`src/rtl/snail_pattern_tx.sv`:
```
// Serial pattern transmitter: loads a word over a valid/ready handshake and shifts
// it out MSB-first on a, with optional back-to-back frames or a fixed idle gap.
module snail_pattern_tx #(
    parameter int WIDTH = 8,
    parameter int CNT_W = 4,
    parameter int GAP   = 0
) (
    input  logic             clk,
    input  logic             reset,
    input  logic [WIDTH-1:0] data_in,
    input  logic [CNT_W-1:0] len_in,
    input  logic             load_valid,
    output logic             load_ready,
    output logic             a,
    output logic             busy,
    output logic             done
);

    typedef enum logic [1:0] {
        S_IDLE,
        S_SEND,
        S_GAP
    } state_t;

    state_t           r_state;
    logic [WIDTH-1:0] r_shift;
    logic [CNT_W-1:0] r_cnt;
    logic [3:0]       r_gap;
    logic             r_a;
    logic             r_busy;
    logic             r_done;

    state_t           w_state_nxt;
    logic [WIDTH-1:0] w_shift_nxt;
    logic [CNT_W-1:0] w_cnt_nxt;
    logic [3:0]       w_gap_nxt;
    logic             w_a_nxt;
    logic             w_busy_nxt;
    logic             w_done_nxt;

    logic [CNT_W-1:0] w_len;
    logic [WIDTH-1:0] w_aligned;
    logic             w_last;
    logic             w_load;

    // r_cnt counts bits still to show, including the one currently on a.
    assign w_last     = (r_state == S_SEND) && (r_cnt == CNT_W'(1));
    assign load_ready = (r_state == S_IDLE) || ((GAP == 0) && w_last);
    assign w_load     = load_valid && load_ready;

    assign w_len     = ((len_in == '0) || (len_in > CNT_W'(WIDTH))) ? CNT_W'(WIDTH) : len_in;
    assign w_aligned = data_in << (CNT_W'(WIDTH) - w_len);

    // NOTE: combinational block uses blocking '=' and assigns every output a
    // default first, so no path through the case can infer a latch.
    always_comb begin
        w_state_nxt = r_state;
        w_shift_nxt = r_shift;
        w_cnt_nxt   = r_cnt;
        w_gap_nxt   = r_gap;
        w_a_nxt     = 1'b0;
        w_busy_nxt  = 1'b0;
        w_done_nxt  = 1'b0;

        if (w_load) begin
            // First bit goes straight to the output register; the rest wait in the shifter.
            w_state_nxt = S_SEND;
            w_a_nxt     = w_aligned[WIDTH-1];
            w_shift_nxt = w_aligned << 1;
            w_cnt_nxt   = w_len;
            w_busy_nxt  = 1'b1;
            w_done_nxt  = (w_len == CNT_W'(1));
        end else begin
            case (r_state)
                S_IDLE: begin
                    w_state_nxt = S_IDLE;
                end
                S_SEND: begin
                    if (!w_last) begin
                        w_a_nxt     = r_shift[WIDTH-1];
                        w_shift_nxt = r_shift << 1;
                        w_cnt_nxt   = r_cnt - CNT_W'(1);
                        w_busy_nxt  = 1'b1;
                        w_done_nxt  = (r_cnt == CNT_W'(2));
                    end else if (GAP > 0) begin
                        w_state_nxt = S_GAP;
                        w_gap_nxt   = 4'(GAP);
                        w_cnt_nxt   = '0;
                        w_busy_nxt  = 1'b1;
                    end else begin
                        w_state_nxt = S_IDLE;
                        w_cnt_nxt   = '0;
                    end
                end
                S_GAP: begin
                    if (r_gap == 4'd1) begin
                        w_state_nxt = S_IDLE;
                        w_gap_nxt   = '0;
                    end else begin
                        w_gap_nxt  = r_gap - 4'd1;
                        w_busy_nxt = 1'b1;
                    end
                end
                default: begin
                    w_state_nxt = S_IDLE;
                end
            endcase
        end
    end

    // NOTE: sequential state uses non-blocking '<=' so every register samples
    // the pre-edge values, independent of statement order.
    always_ff @(posedge clk) begin
        if (reset) begin
            r_state <= S_IDLE;
            r_shift <= '0;
            r_cnt   <= '0;
            r_gap   <= '0;
            r_a     <= 1'b0;
            r_busy  <= 1'b0;
            r_done  <= 1'b0;
        end else begin
            r_state <= w_state_nxt;
            r_shift <= w_shift_nxt;
            r_cnt   <= w_cnt_nxt;
            r_gap   <= w_gap_nxt;
            r_a     <= w_a_nxt;
            r_busy  <= w_busy_nxt;
            r_done  <= w_done_nxt;
        end
    end

    assign a    = r_a;
    assign busy = r_busy;
    assign done = r_done;

endmodule

```
`config.mk`:
```
export PLATFORM = sky130hd
export DESIGN_NAME = snail_pattern_tx
export DESIGN_NICKNAME = d
export VERILOG_FILES = /design/src/rtl/snail_pattern_tx.sv
export SDC_FILE = /design/constraint.sdc
export NUM_CORES = 1
export LEC_CHECK = 0
export BUFFER_PORTS_ARGS = -buffer_cell sky130_fd_sc_hd__buf_2
export CAP_MARGIN = 20
export CORE_UTILIZATION = 48
export DETAILED_ROUTE_END_ITERATION = 12
export GPL_TIMING_DRIVEN = 1
export PLACE_DENSITY_LB_ADDON = 0.15
export SETUP_SLACK_MARGIN = 0.5
export SLEW_MARGIN = 20
export SYNTH_ARGS = -nofsm -noshare
export SYNTH_HDL_FRONTEND = slang
export SYNTH_SLANG_ARGS = --single-unit
```
`constraint.sdc`:
```
create_clock -name clk -period 1.65 [get_ports clk]
set_input_delay 0.0825 -clock clk [delete_from_list [all_inputs] [get_ports clk]]
set_output_delay 0.0825 -clock clk [all_outputs]
set_load 0.05 [all_outputs]
```
==> results.txt, run 1 <==
----------------------------------------------------
[Detailed routing]
  WL final ... between 3000 and 4000 um
  Number of detailed-routing iterations run before antenna repair ... 4
  Number of routed nets with antenna violations ... 0
  Starting DRC count in detailed routing ... 41
  Routed via count ... approximately 1.1k
  Final routed wire length divided by cell count ... 16.81 um
  Average via count per standard cell ... 5.702
  Remaining design rule violation count ... 0

[Clock network]
  TritonCTS clock tree ... done
  Clock latency on the worst-skew pair ... 0.30 ns
  Hold-fix buffers at CTS ... 0
  Buffer cell driving the clock tree root ... sky130_fd_sc_hd__clkbuf_4
  Deepest clock path buffer count ... 2
  H-tree depth ... 1
  Clock-pin slew on the worst setup and hold paths ... ~0.090 ns
  Total clock buffers created by CTS ... 3
  Sink count of the clock tree ... 15

[Floorplan]
  Number of rows in the core area ... 16
  Standard cell core area ... between 0.0015 and 0.002 mm2
  Die Height ... 47.75 um
  Die outline area ... approximately 0.0023 mm2
  Effective utilization at floorplan ... between 50% and 60%
  IO Pins ... 19
  Floorplan die width ... approximately 48 um

[Cells and area]
  Synthesis-to-finish area growth ... 57.66%
  ANT cells ... 0
  Proportion of layout cells with a drive suffix above 1 ... 50.00%
  Register area ... between 300 and 400 um2
  Fraction of the core area covered by cells at the end of the flow ... 80.74%
  Nets ... between 150 and 200
  Fill cell total of the finished layout ... ~130
  Multi-input logic area ... ~830 um2

[Worst setup path]
  Path type of the worst setup path ... flop to primary output
  Worst EP required ... roughly 1.6 ns
  Highest-delay cell along the critical path ... sky130_fd_sc_hd__dfxtp_2
  Depth of the most critical reg-to-reg path ... 9
  Slack of the worst reg-to-reg path ... just under 0.2 ns
  Critical Path Fanout Max ... 7
  CP max stage delay ... 0.36 ns
  Worst endpoint data arrival time ... approximately 1.4 ns
  CP Capture Type ... primary output
  Ordered cell list for the critical path ... inv_2 -> ha_4 -> a21boi_4 -> inv_2 -> buf_8 -> buf_8
  Category of the worst setup path launch point ... flop

[Timing]
  Slew @ Worst Pin ... roughly 0.34 ns
  Final Cycle Share ... 88.16%
  Number of hold violations in the final report ... 0
  Final count of pins violating max slew ... 0
  Largest clock skew in the final design ... between 0.008 and 0.009 ns
  Unrepaired setup endpoints after global routing ... yes
  Worst Hold Slack ... about 0.11 ns
  Final worst-path setup slack ... 0.1953 ns
  Maximum operating frequency ... 687.4 MHz
  Clock period minus worst slack ... approximately 1.5 ns
  Normalized max-slew margin ... 76.87%
  Final setup violating endpoints ... 0

[Power]
  Overall Power ... 1174 uW
  Worst IR Drop VDD ... roughly 0.66 mV
  Leakage power ... ~0.00067 uW
  PwrDens ... 741.4 mW/mm2

[Synth]
  Area share of the largest cell type after synthesis ... between 20% and 30%
  Prevailing post-synth register cell ... sky130_fd_sc_hd__dfxtp_1
  Count of flip-flops with a built-in enable after synthesis ... 0
  Area leader, netlist ... sky130_fd_sc_hd__dfxtp_1
  Area contributors post-synth ... sky130_fd_sc_hd__dfxtp_1 30%, sky130_fd_sc_hd__mux2i_1 8.0%, sky130_fd_sc_hd__ha_1 6.2%
  Number of instances in the synthesized netlist ... roughly 120
  Post-Synthesis Mean Instance Area ... 8.235 um2
  Post-synthesis instance area ... 0.001005 mm2
  Number of synthesized register bits ... 15
  Synthesis warning total ... 0
  Library cells used by synthesis ... 38
  Post-synthesis sequential area ratio ... 29.89%
  Net count after synthesis ... 142
  Share of synthesized registers carrying an async set or reset ... 0%

[Global routing]
  Global-route wire length before repair ... 4402 um
  Maximum number of pins on one net before global-route repair ... 16
  Initial antenna violation count ... 0
  Vias in the first global route ... just over 1k
  Global-route usage over all layers ... 28.12%
  Total congestion overflow ... 0

[Outcome]
  Outcome ... completed

[Placed design]
  Gpl congestion ... 0.8637
  Estimated wirelength of the detail-placed design ... ~1800 um
  Worst slack, placed ... -0.007739 ns
  # port buffers ... 18

[Min path]
  Min-delay worst type ... input port to flop
  Hold Path Stages ... 3

[Run]
  # Max-Cap Violations ... 0

----------------------------------------------------
## path summary, 6_finish.rpt
kind                                start                 endpoint
hold / removal                  len_in[3]    r_cnt[3]$_SDFFE_PP0P_
hold reg to reg   r_shift[1]$_SDFFE_PP0P_  r_shift[2]$_SDFFE_PP0P_
setup reg to reg    r_cnt[1]$_SDFFE_PP0P_  r_shift[2]$_SDFFE_PP0P_
setup / recovery    r_cnt[1]$_SDFFE_PP0P_               load_ready
## flip-flops by register name, indices dropped and copies added (netlist names)
| name | count |
|---|---|
| a | 1 |
| r_shift | 7 |
| busy | 1 |
| r_cnt | 4 |
| r_state | 1 |
| done | 1 |
## power breakdown
group | internal, uW | switching [uW]
Sequential | 398 | 29.0
Clock | 94.3 | 127
Combinational | 262 | 264
## Yosys cell counts, types with 2 or more instances
library cell,count
sky130_fd_sc_hd__ha_1,5
sky130_fd_sc_hd__or3_1,2
sky130_fd_sc_hd__dfxtp_1,15
sky130_fd_sc_hd__nor4_1,3
sky130_fd_sc_hd__nor3_1,11
sky130_fd_sc_hd__nor2_1,13
sky130_fd_sc_hd__mux2i_1,8
sky130_fd_sc_hd__clkbuf_1,6
sky130_fd_sc_hd__inv_1,3
sky130_fd_sc_hd__nand3_1,2
sky130_fd_sc_hd__nand2b_1,2
sky130_fd_sc_hd__o21ai_0,5
sky130_fd_sc_hd__nor2b_1,2
sky130_fd_sc_hd__a31oi_1,2
sky130_fd_sc_hd__mux4_2,2
sky130_fd_sc_hd__nand2_1,14
sky130_fd_sc_hd__a21oi_1,6
## what timing repair did
item | in CTS | in global routing
buffers inserted | 10 | 9
pin swaps | 8 | 12
resized for setup | 27 | 22
endpoints found under the setup margin | 16 | 16
endpoints found under the hold margin | 0 | 0
## per-layer routing
layer  GRT usage, %  part of all wire (%)  vias up
met5              0                     0        -
met4          10.00                  0.62        0
met3          9.057                   4.9        4
met2          48.11                    54       32
met1          32.80                    40      532
li1               -                     -      521
## through the flow
step                      instances    TNS, ns  instance area [um2]
after CTS                       182          0                 1394
after global routing            191          0                 1584
after detailed placement        168  -0.007739                 1201
final                           191          0                 1584
after global placement          168          0                 1201
after floorplan                 122          0                 1092
## worst max-delay path, delay by kind of cell (launching register included)
family          cells  cell delay [ns]
compound gates      1             0.15
fa+ha+maj           1             0.15
flops               1             0.36
buf+inv             4             0.41
## layout by cell type, fill, tap and decap left out, types with 3 or more instances in the layout
master                     netlist  layout
sky130_fd_sc_hd__nor2_1         13      10
sky130_fd_sc_hd__a21oi_1         6       6
sky130_fd_sc_hd__buf_6           1       5
sky130_fd_sc_hd__buf_2           0      15
sky130_fd_sc_hd__o21ai_0         5       3
sky130_fd_sc_hd__nor4_1          3       3
sky130_fd_sc_hd__nand2_1        14      12
sky130_fd_sc_hd__nor3_1         11      10
sky130_fd_sc_hd__mux2i_1         8       8
sky130_fd_sc_hd__clkbuf_4        0       3
sky130_fd_sc_hd__ha_4            0       3
sky130_fd_sc_hd__dfxtp_1        15      12
sky130_fd_sc_hd__buf_4           0      21
## area by class of cell
cell class	instances	share of cell area, %
Tap cell	27	2.133
Inverter	5	1.501
Timing Repair Buffer	45	22.67
Multi-Input combinational cell	95	52.69
Sequential cell	15	19.35
Clock buffer	4	1.659
## kinds of logic after synthesis
logic type | Yosys count | share of synthesized area (%)
buffers and inverters | 12 | 5.354
AO/OA/AOI/OAI | 24 | 16.19
flip-flops | 15 | 29.89
XOR/XNOR | 3 | 4.484
adder cells (fa/ha/maj) | 5 | 6.227
AND/OR/NAND/NOR | 53 | 25.41
multiplexers | 10 | 12.45
Note: power is estimated with default switching activity, not from simulation.
==> run 2, diff against run 1 <==
--- a/config.mk
+++ b/config.mk
@@ -7,9 +7,10 @@
 export LEC_CHECK = 0
 export BUFFER_PORTS_ARGS = -buffer_cell sky130_fd_sc_hd__buf_2
 export CAP_MARGIN = 20
-export CORE_UTILIZATION = 48
+export CELL_PAD_IN_SITES_DETAIL_PLACEMENT = 1
+export CELL_PAD_IN_SITES_GLOBAL_PLACEMENT = 1
+export CORE_UTILIZATION = 36
 export DETAILED_ROUTE_END_ITERATION = 12
-export GPL_TIMING_DRIVEN = 1
 export PLACE_DENSITY_LB_ADDON = 0.15
 export SETUP_SLACK_MARGIN = 0.5
 export SLEW_MARGIN = 20
==> run 2 against run 1 <==
Effect of this change: clock skew shrank 0.0072 ns; register-to-register slack lost 0.06 ns; worst setup slack lost 0.10 ns; combinational power shrank 12%; critical path depth grew 1; core utilization shrank 24 points; sequential power is essentially flat; clock power is essentially flat; first-iteration DRC count shrank 85%; flip-flop and latch count is the same; critical path type unchanged.
==> results.txt, run 2 (synthesis gave the netlist of run 1 again) <==
----------------------------------------------------
[Clock network]
  Clock-pin slew on the worst setup and hold paths ... 0.09 ns (about the same)
  Total clock buffers created by CTS ... 3 (unchanged)
  Hold-fix buffers at CTS ... 0 (unchanged)
  Sink count of the clock tree ... 15 (unchanged)
  Deepest clock path buffer count ... 2 (unchanged)
  Clock latency on the worst-skew pair ... 0.29 ns (about the same)
  Buffer cell driving the clock tree root ... sky130_fd_sc_hd__clkbuf_4
  H-tree depth ... 1 (unchanged)
  TritonCTS clock tree ... done

[Cells and area]
  Most frequent standard cell in the layout excluding fill and tap cells ... sky130_fd_sc_hd__buf_4
  Fraction of the core area covered by cells at the end of the flow ... 57.21% (-24 points)
  Synthesis-to-finish area growth ... 46.20%
  Final std cells w/o fill ... 192 (+0.52%)
  Proportion of layout cells with a drive suffix above 1 ... 44.44% (-5.6 points)
  Max reg flops ... 7 (unchanged)
  Register with the most flip-flops ... r_shift
  Top Registers ... r_shift x7, r_cnt x4
  Most frequent cells in the layout ... 20 x sky130_fd_sc_hd__buf_4, 17 x sky130_fd_sc_hd__buf_2, 13 x sky130_fd_sc_hd__nand2_1
  Nets ... 183 (-1.1%)
  ANT cells ... 0 (unchanged)

[Global routing]
  Vias in the first global route ... 1026 (+1.3%)
  Initial antenna violation count ... 0 (unchanged)
  Total congestion overflow ... 0 (unchanged)
  Maximum number of pins on one net before global-route repair ... 16 (unchanged)
  Global-route usage over all layers ... 23.13% (-5.0 points)
  Global-route wire length before repair ... 4698 um (+6.7%)

[Placed design]
  Gpl congestion ... 0.8096 (-6.3%)
  Inst Count DP ... 174 (+3.6%)
  Estimated wirelength of the detail-placed design ... 2181 um (+20%)
  # port buffers ... 18 (unchanged)

[Run]
  # Max-Cap Violations ... 0 (unchanged)

[Worst setup path]
  CP max stage delay ... 0.35 ns (about the same)
  Worst r2r dst ... a$_SDFF_PP0_
  Worst endpoint data arrival time ... 1.47 ns (+0.10 ns)
  Ordered cell list for the critical path ... inv_2 -> ha_4 -> a21boi_4 -> inv_2 -> buf_6 -> buf_6 -> buf_8
  CP Capture Type ... primary output
  Worst EP required ... 1.57 ns (about the same)
  Launching point of the worst reg2reg path ... r_cnt[1]$_SDFFE_PP0P_
  Category of the worst setup path launch point ... flop
  Path type of the worst setup path ... flop to primary output
  Critical Path Fanout Max ... 6 (-1)
  Highest-delay cell along the critical path ... sky130_fd_sc_hd__dfxtp_2
  Slack of the worst reg-to-reg path ... 0.14 ns (-0.06 ns)
  Depth of the most critical reg-to-reg path ... 7 (-2)

[Detailed routing]
  Remaining design rule violation count ... 0 (unchanged)
  Number of routed nets with antenna violations ... 0 (unchanged)
  Average via count per standard cell ... 5.667 (-0.61%)
  Routed via count ... 1088 (-0.092%)
  Number of detailed-routing iterations run before antenna repair ... 4 (unchanged)
  Final routed wire length divided by cell count ... 16.76 um (-0.33%)
  Starting DRC count in detailed routing ... 6 (-85%)
  WL final ... 3217 um (+0.19%)

[Min path]
  Sink of the worst hold path ... done$_SDFF_PP0_
  Min-delay worst type ... input port to flop
  Hold wc startpoint ... len_in[2]
  Hold Path Stages ... 4 (+1)

[Floorplan]
  Die Height ... 54.83 um (+15%)
  Die outline area ... 0.003006 mm2 (+32%)
  IO Pins ... 19 (unchanged)
  Floorplan die width ... 54.83 um (+15%)
  Effective utilization at floorplan ... 39.13% (-12 points)
  Number of rows in the core area ... 18 (+2)
  Standard cell core area ... 0.002567 mm2 (+31%)

[Power]
  Overall Power ... 1106 uW (-5.8%)
  PwrDens ... 752.9 mW/mm2 (+1.6%)
  Leakage power ... 0.0006329 uW (-5.3%)
  Worst IR Drop VDD ... 0.6084 mV (-8.2%)

[Outcome]
  Outcome ... completed

[Timing]
  Number of hold violations in the final report ... 0 (unchanged)
  Final setup violating endpoints ... 0 (unchanged)
  Maximum operating frequency ... 643.0 MHz (-6.5%)
  Worst Hold Slack ... 0.1366 ns (+0.02730 ns)
  Clock period minus worst slack ... 1.555 ns (+0.1005 ns)
  Total negative setup slack ... 0 ns (unchanged)
  Normalized max-slew margin ... 77.76% (+0.89 points)
  Final Cycle Share ... 94.25% (+6.1 points)
  Final count of pins violating max slew ... 0 (unchanged)
  Slew @ Worst Pin ... 0.3336 ns (-0.01065 ns)
  Largest clock skew in the final design ... 0.001634 ns (-0.007214 ns)
  Unrepaired setup endpoints after global routing ... yes

----------------------------------------------------
-- run 2: cell types whose count changed in the layout (fill, tap and decap cells not counted), sizes merged --
cell,before,now
buf,45,43
-- run 2: area by class of cell --
class / count / area (um2)
well taps: 30 / 37.54
clock buffers: 4 / 26.28
flip-flops and latches: 15 / 306.5
repair buffers: 43 / 306.5
inverters: 5 / 23.77
multi-input cells: 95 / 768.2
fillers: 309 / 1099
-- run 2: repair_timing --
| action | CTS | global route |
|---|---|---|
| gates cloned | 0 | 0 |
| setup endpoints to repair | 16 | 16 |
| buffers inserted | 5 | 9 |
| resized for setup | 20 | 10 |
| pin swaps | 4 | 3 |
-- run 2: routing by layer --
metal / global-route usage [%] / wire length (um) / vias to the layer above
met5: 0 / 0 / -
met4: 5.128 / 18 / 0
met3: 5.833 / 93 / 5
met2: 42.37 / 1704 / 17
met1: 26.41 / 1401 / 546
li1: - / - / 520
-- run 2: how the worst max path moves through the flow --
stage	start	to	slack, ns	depth (start not counted)
6_report	r_cnt[1]$_SDFFE_PP0P_	load_ready	0.09	7
5_1_grt	r_cnt[1]$_SDFFE_PP0P_	load_ready	0.06	7
4_1_cts	r_cnt[1]$_SDFFE_PP0P_	load_ready	0.13	7
3_5_place_dp	len_in[3]	a$_SDFF_PP0_	-0.07	6
3_3_place_gp	len_in[3]	a$_SDFF_PP0_	-0.009	6
2_1_floorplan	len_in[0]	r_shift[7]$_SDFFE_PP0P_	0.08	7
-- run 2: stage by stage --
| stage | cell area (um2) | setup slack, ns |
|---|---|---|
| floorplan | 1092 | 0.07751 |
| global placement | 1227 | -0.009307 |
| detailed placement | 1227 | -0.07345 |
| CTS | 1363 | 0.1262 |
| global route | 1469 | 0.06178 |
| finish | 1469 | 0.09482 |
-- run 2: critical path, delay by kind of cell, from the launching register on --
kind            cells  cell delay, ns
flops               1            0.35
buf+inv             5            0.50
fa+ha+maj           1            0.16
compound gates      1            0.17
-- run 2: report_power, final --
part | switching, uW | internal (uW)
registers | 26.9 | 398
logic | 237 | 223
clock network | 126 | 94.1
total | 390 | 716
==> run 3, diff against run 2 <==
--- a/config.mk
+++ b/config.mk
@@ -9,6 +9,7 @@
 export CAP_MARGIN = 20
 export CELL_PAD_IN_SITES_DETAIL_PLACEMENT = 1
 export CELL_PAD_IN_SITES_GLOBAL_PLACEMENT = 1
+export CORE_ASPECT_RATIO = 1.1
 export CORE_UTILIZATION = 36
 export DETAILED_ROUTE_END_ITERATION = 12
 export PLACE_DENSITY_LB_ADDON = 0.15
==> run 3 against run 2 <==
Effect of this change: power is 0.14% lower; critical endpoint unchanged; worst setup slack gained 0.15 ns; largest power group unchanged; hold slack got worse by 0.012 ns; register-to-register slack improved by 0.13 ns.
==> results.txt, run 3 (synthesis gave the netlist of run 1 again) <==
----------------------------------------------------
[Power]
  Sequential cell fraction of total power ... 38.4% (about the same)
  Switching component of the power ... 393.3 uW (+0.75%)
  Comb pwr share ... 41.7% (about the same)
  Internal Dissipation ... 711.2 uW (-0.62%)
  Leakage power ... 0.0006206 uW (-1.9%)
  Worst IR Drop VDD ... 0.3785 mV (-38%)
  Switching Share ... 35.61% (+0.31 points)
  Clock network fraction of design power ... 19.9% (about the same)
  PwrDens ... 759.0 mW/mm2 (+0.81%)

[Worst setup path]
  Worst r2r dst ... r_shift[7]$_SDFFE_PP0P_
  Ordered cell list for the critical path ... inv_2 -> ha_4 -> a21boi_4 -> inv_2 -> buf_8 -> buf_8
  Path type of the worst setup path ... flop to primary output
  Critical Path Fanout Max ... 7 (+1)
  Launching point of the worst reg2reg path ... r_cnt[3]$_SDFFE_PP0P_
  Worst EP required ... 1.57 ns (about the same)
  Category of the worst setup path launch point ... flop
  CP max stage delay ... 0.36 ns (about the same)
  CP Capture Type ... primary output
  Slack of the worst reg-to-reg path ... 0.27 ns (+0.13 ns)
  Depth of the most critical reg-to-reg path ... 6 (-1)
  Highest-delay cell along the critical path ... sky130_fd_sc_hd__dfxtp_2
  Worst endpoint data arrival time ... 1.32 ns (-0.15 ns)

[Detailed routing]
  Number of detailed-routing iterations run before antenna repair ... 4 (unchanged)
  Final routed wire length divided by cell count ... 16.95 um (+1.1%)
  Number of routed nets with antenna violations ... 0 (unchanged)
  Routed via count ... 1050 (-3.5%)
  Starting DRC count in detailed routing ... 18 (+12)
  WL final ... 3203 um (-0.44%)
  Average via count per standard cell ... 5.556 (-2.0%)
  Remaining design rule violation count ... 0 (unchanged)

[Timing]
  Largest clock skew in the final design ... 0.005058 ns (+0.003424 ns)
  Total negative setup slack ... 0 ns (unchanged)
  Final count of pins violating max slew ... 0 (unchanged)
  Number of hold violations in the final report ... 0 (unchanged)
  Final Cycle Share ... 85.28% (-9.0 points)
  Normalized max-slew margin ... 77.55% (-0.21 points)
  Maximum operating frequency ... 710.7 MHz (+11%)
  Unrepaired setup endpoints after global routing ... yes
  Slew @ Worst Pin ... 0.3355 ns (+0.001919 ns)
  Clock period minus worst slack ... 1.407 ns (-0.1481 ns)
  Final setup violating endpoints ... 0 (unchanged)

[Cells and area]
  Synthesis-to-finish area growth ... 44.83%
  Most frequent standard cell in the layout excluding fill and tap cells ... sky130_fd_sc_hd__buf_4
  Top Registers ... r_shift x7, r_cnt x4
  Nets ... 179 (-2.2%)
  Register with the most flip-flops ... r_shift
  Max reg flops ... 7 (unchanged)
  Fraction of the core area covered by cells at the end of the flow ... 56.68% (-0.54 points)
  Most frequent cells in the layout ... 17 x sky130_fd_sc_hd__buf_4, 16 x sky130_fd_sc_hd__buf_2, 13 x sky130_fd_sc_hd__nand2_1
  Final std cell area, no fill ... 0.001455 mm2 (-0.94%)
  Final std cells w/o fill ... 189 (-1.6%)
  Proportion of layout cells with a drive suffix above 1 ... 46.20% (+1.8 points)
  ANT cells ... 0 (unchanged)

[Global routing]
  Total congestion overflow ... 0 (unchanged)
  Maximum number of pins on one net before global-route repair ... 16 (unchanged)
  Global-route wire length before repair ... 5064 um (+7.8%)
  Initial antenna violation count ... 0 (unchanged)
  Vias in the first global route ... 1062 (+3.5%)
  Global-route usage over all layers ... 22.41% (-0.73 points)

[Clock network]
  Clock-pin slew on the worst setup and hold paths ... 0.10 ns (about the same)
  Buffer cell driving the clock tree root ... sky130_fd_sc_hd__clkbuf_4
  H-tree depth ... 1 (unchanged)
  TritonCTS clock tree ... done
  Deepest clock path buffer count ... 2 (unchanged)
  Total clock buffers created by CTS ... 3 (unchanged)
  Hold-fix buffers at CTS ... 0 (unchanged)
  Sink count of the clock tree ... 15 (unchanged)
  Clock latency on the worst-skew pair ... 0.28 ns (about the same)

[Min path]
  Hold Path Stages ... 3 (-1)
  Hold wc startpoint ... len_in[3]
  Sink of the worst hold path ... r_cnt[3]$_SDFFE_PP0P_
  Min-delay worst type ... input port to flop

[Floorplan]
  Die Height ... 57.41 um (+4.7%)
  Floorplan die width ... 52.37 um (-4.5%)
  Die outline area ... 0.003006 mm2 (about the same)
  Effective utilization at floorplan ... 39.13% (unchanged)
  Standard cell core area ... 0.002567 mm2 (unchanged)
  Number of rows in the core area ... 19 (+1)
  IO Pins ... 19 (unchanged)

[Run]
  # Max-Cap Violations ... 0 (unchanged)

[Placed design]
  Estimated wirelength of the detail-placed design ... 2085 um (-4.4%)
  # port buffers ... 18 (unchanged)
  Inst Count DP ... 173 (-0.57%)
  Cell Area, Placed ... 0.001214 mm2 (-1.1%)
  Gpl congestion ... 0.7823 (-3.4%)

[Outcome]
  Outcome ... completed

----------------------------------------------------
-- run 3: changes by cell type in the layout (fill, tap and decap cells not counted), sizes merged --
| cell | change |
|---|---|
| buf | -5 |
| clkbuf | +1 |
-- run 3: layer usage --
metal / track usage (%) / routed length [um] / vias to the layer above
li1: - / - / 504
met4: 5.263 / 39 / 0
met5: 0 / 0 / -
met1: 31.81 / 1461 / 508
met3: 2.933 / 109 / 6
met2: 35.62 / 1593 / 32
-- run 3: cell type report --
cell class	instances	area, um2
fillers	318	1112
multi-input cells	95	785.8
flip-flops and latches	15	304.0
repair buffers	39	276.5
well taps	31	38.79
clock buffers	4	26.28
inverters	5	23.77
-- run 3: worst max-delay path: cells and delay by family, from the launching register on --
kind	cells	cell delay, ns
buffers and inverters	4	0.40
DFF	1	0.36
adders and majority gates	1	0.16
AOI/OAI and AO/OA	1	0.14
-- run 3: how the worst max path moves through the flow --
stage,end,cells after the start,from
finish,load_ready,6,r_cnt[1]$_SDFFE_PP0P_
detailed placement,r_shift[7]$_SDFFE_PP0P_,6,len_in[3]
global placement,r_shift[7]$_SDFFE_PP0P_,6,len_in[3]
CTS,load_ready,6,r_cnt[1]$_SDFFE_PP0P_
floorplan,r_shift[7]$_SDFFE_PP0P_,7,len_in[0]
global route,r_shift[2]$_SDFFE_PP0P_,9,r_cnt[1]$_SDFFE_PP0P_
-- run 3: what timing repair did --
action	in CTS	in global routing
gates resized for setup	23	14
setup buffers	8	4
pin swaps	7	8
endpoints found under the setup margin	16	16
-- run 3: power groups by stage --
stage               Clock [uW]  Sequential (uW)  Combinational (uW)
floorplan                    0              441                 245
global placement             0              427                 341
detailed placement           0              428                 349
CTS                        219              421                 417
global route               242              428                 497
finish                     219              424                 461
-- run 3: stage by stage --
| stage | total power (uW) | setup slack [ns] | hold slack [ns] |
|---|---|---|---|
| floorplan | 686.3 | 0.07751 | 0.1467 |
| global placement | 767.3 | 0.04423 | 0.4331 |
| detailed placement | 776.4 | 0.01822 | 0.4517 |
| CTS | 1057 | 0.2315 | 0.1525 |
| global route | 1168 | 0.1592 | 0.1474 |
| finish | 1104 | 0.2429 | 0.1245 |
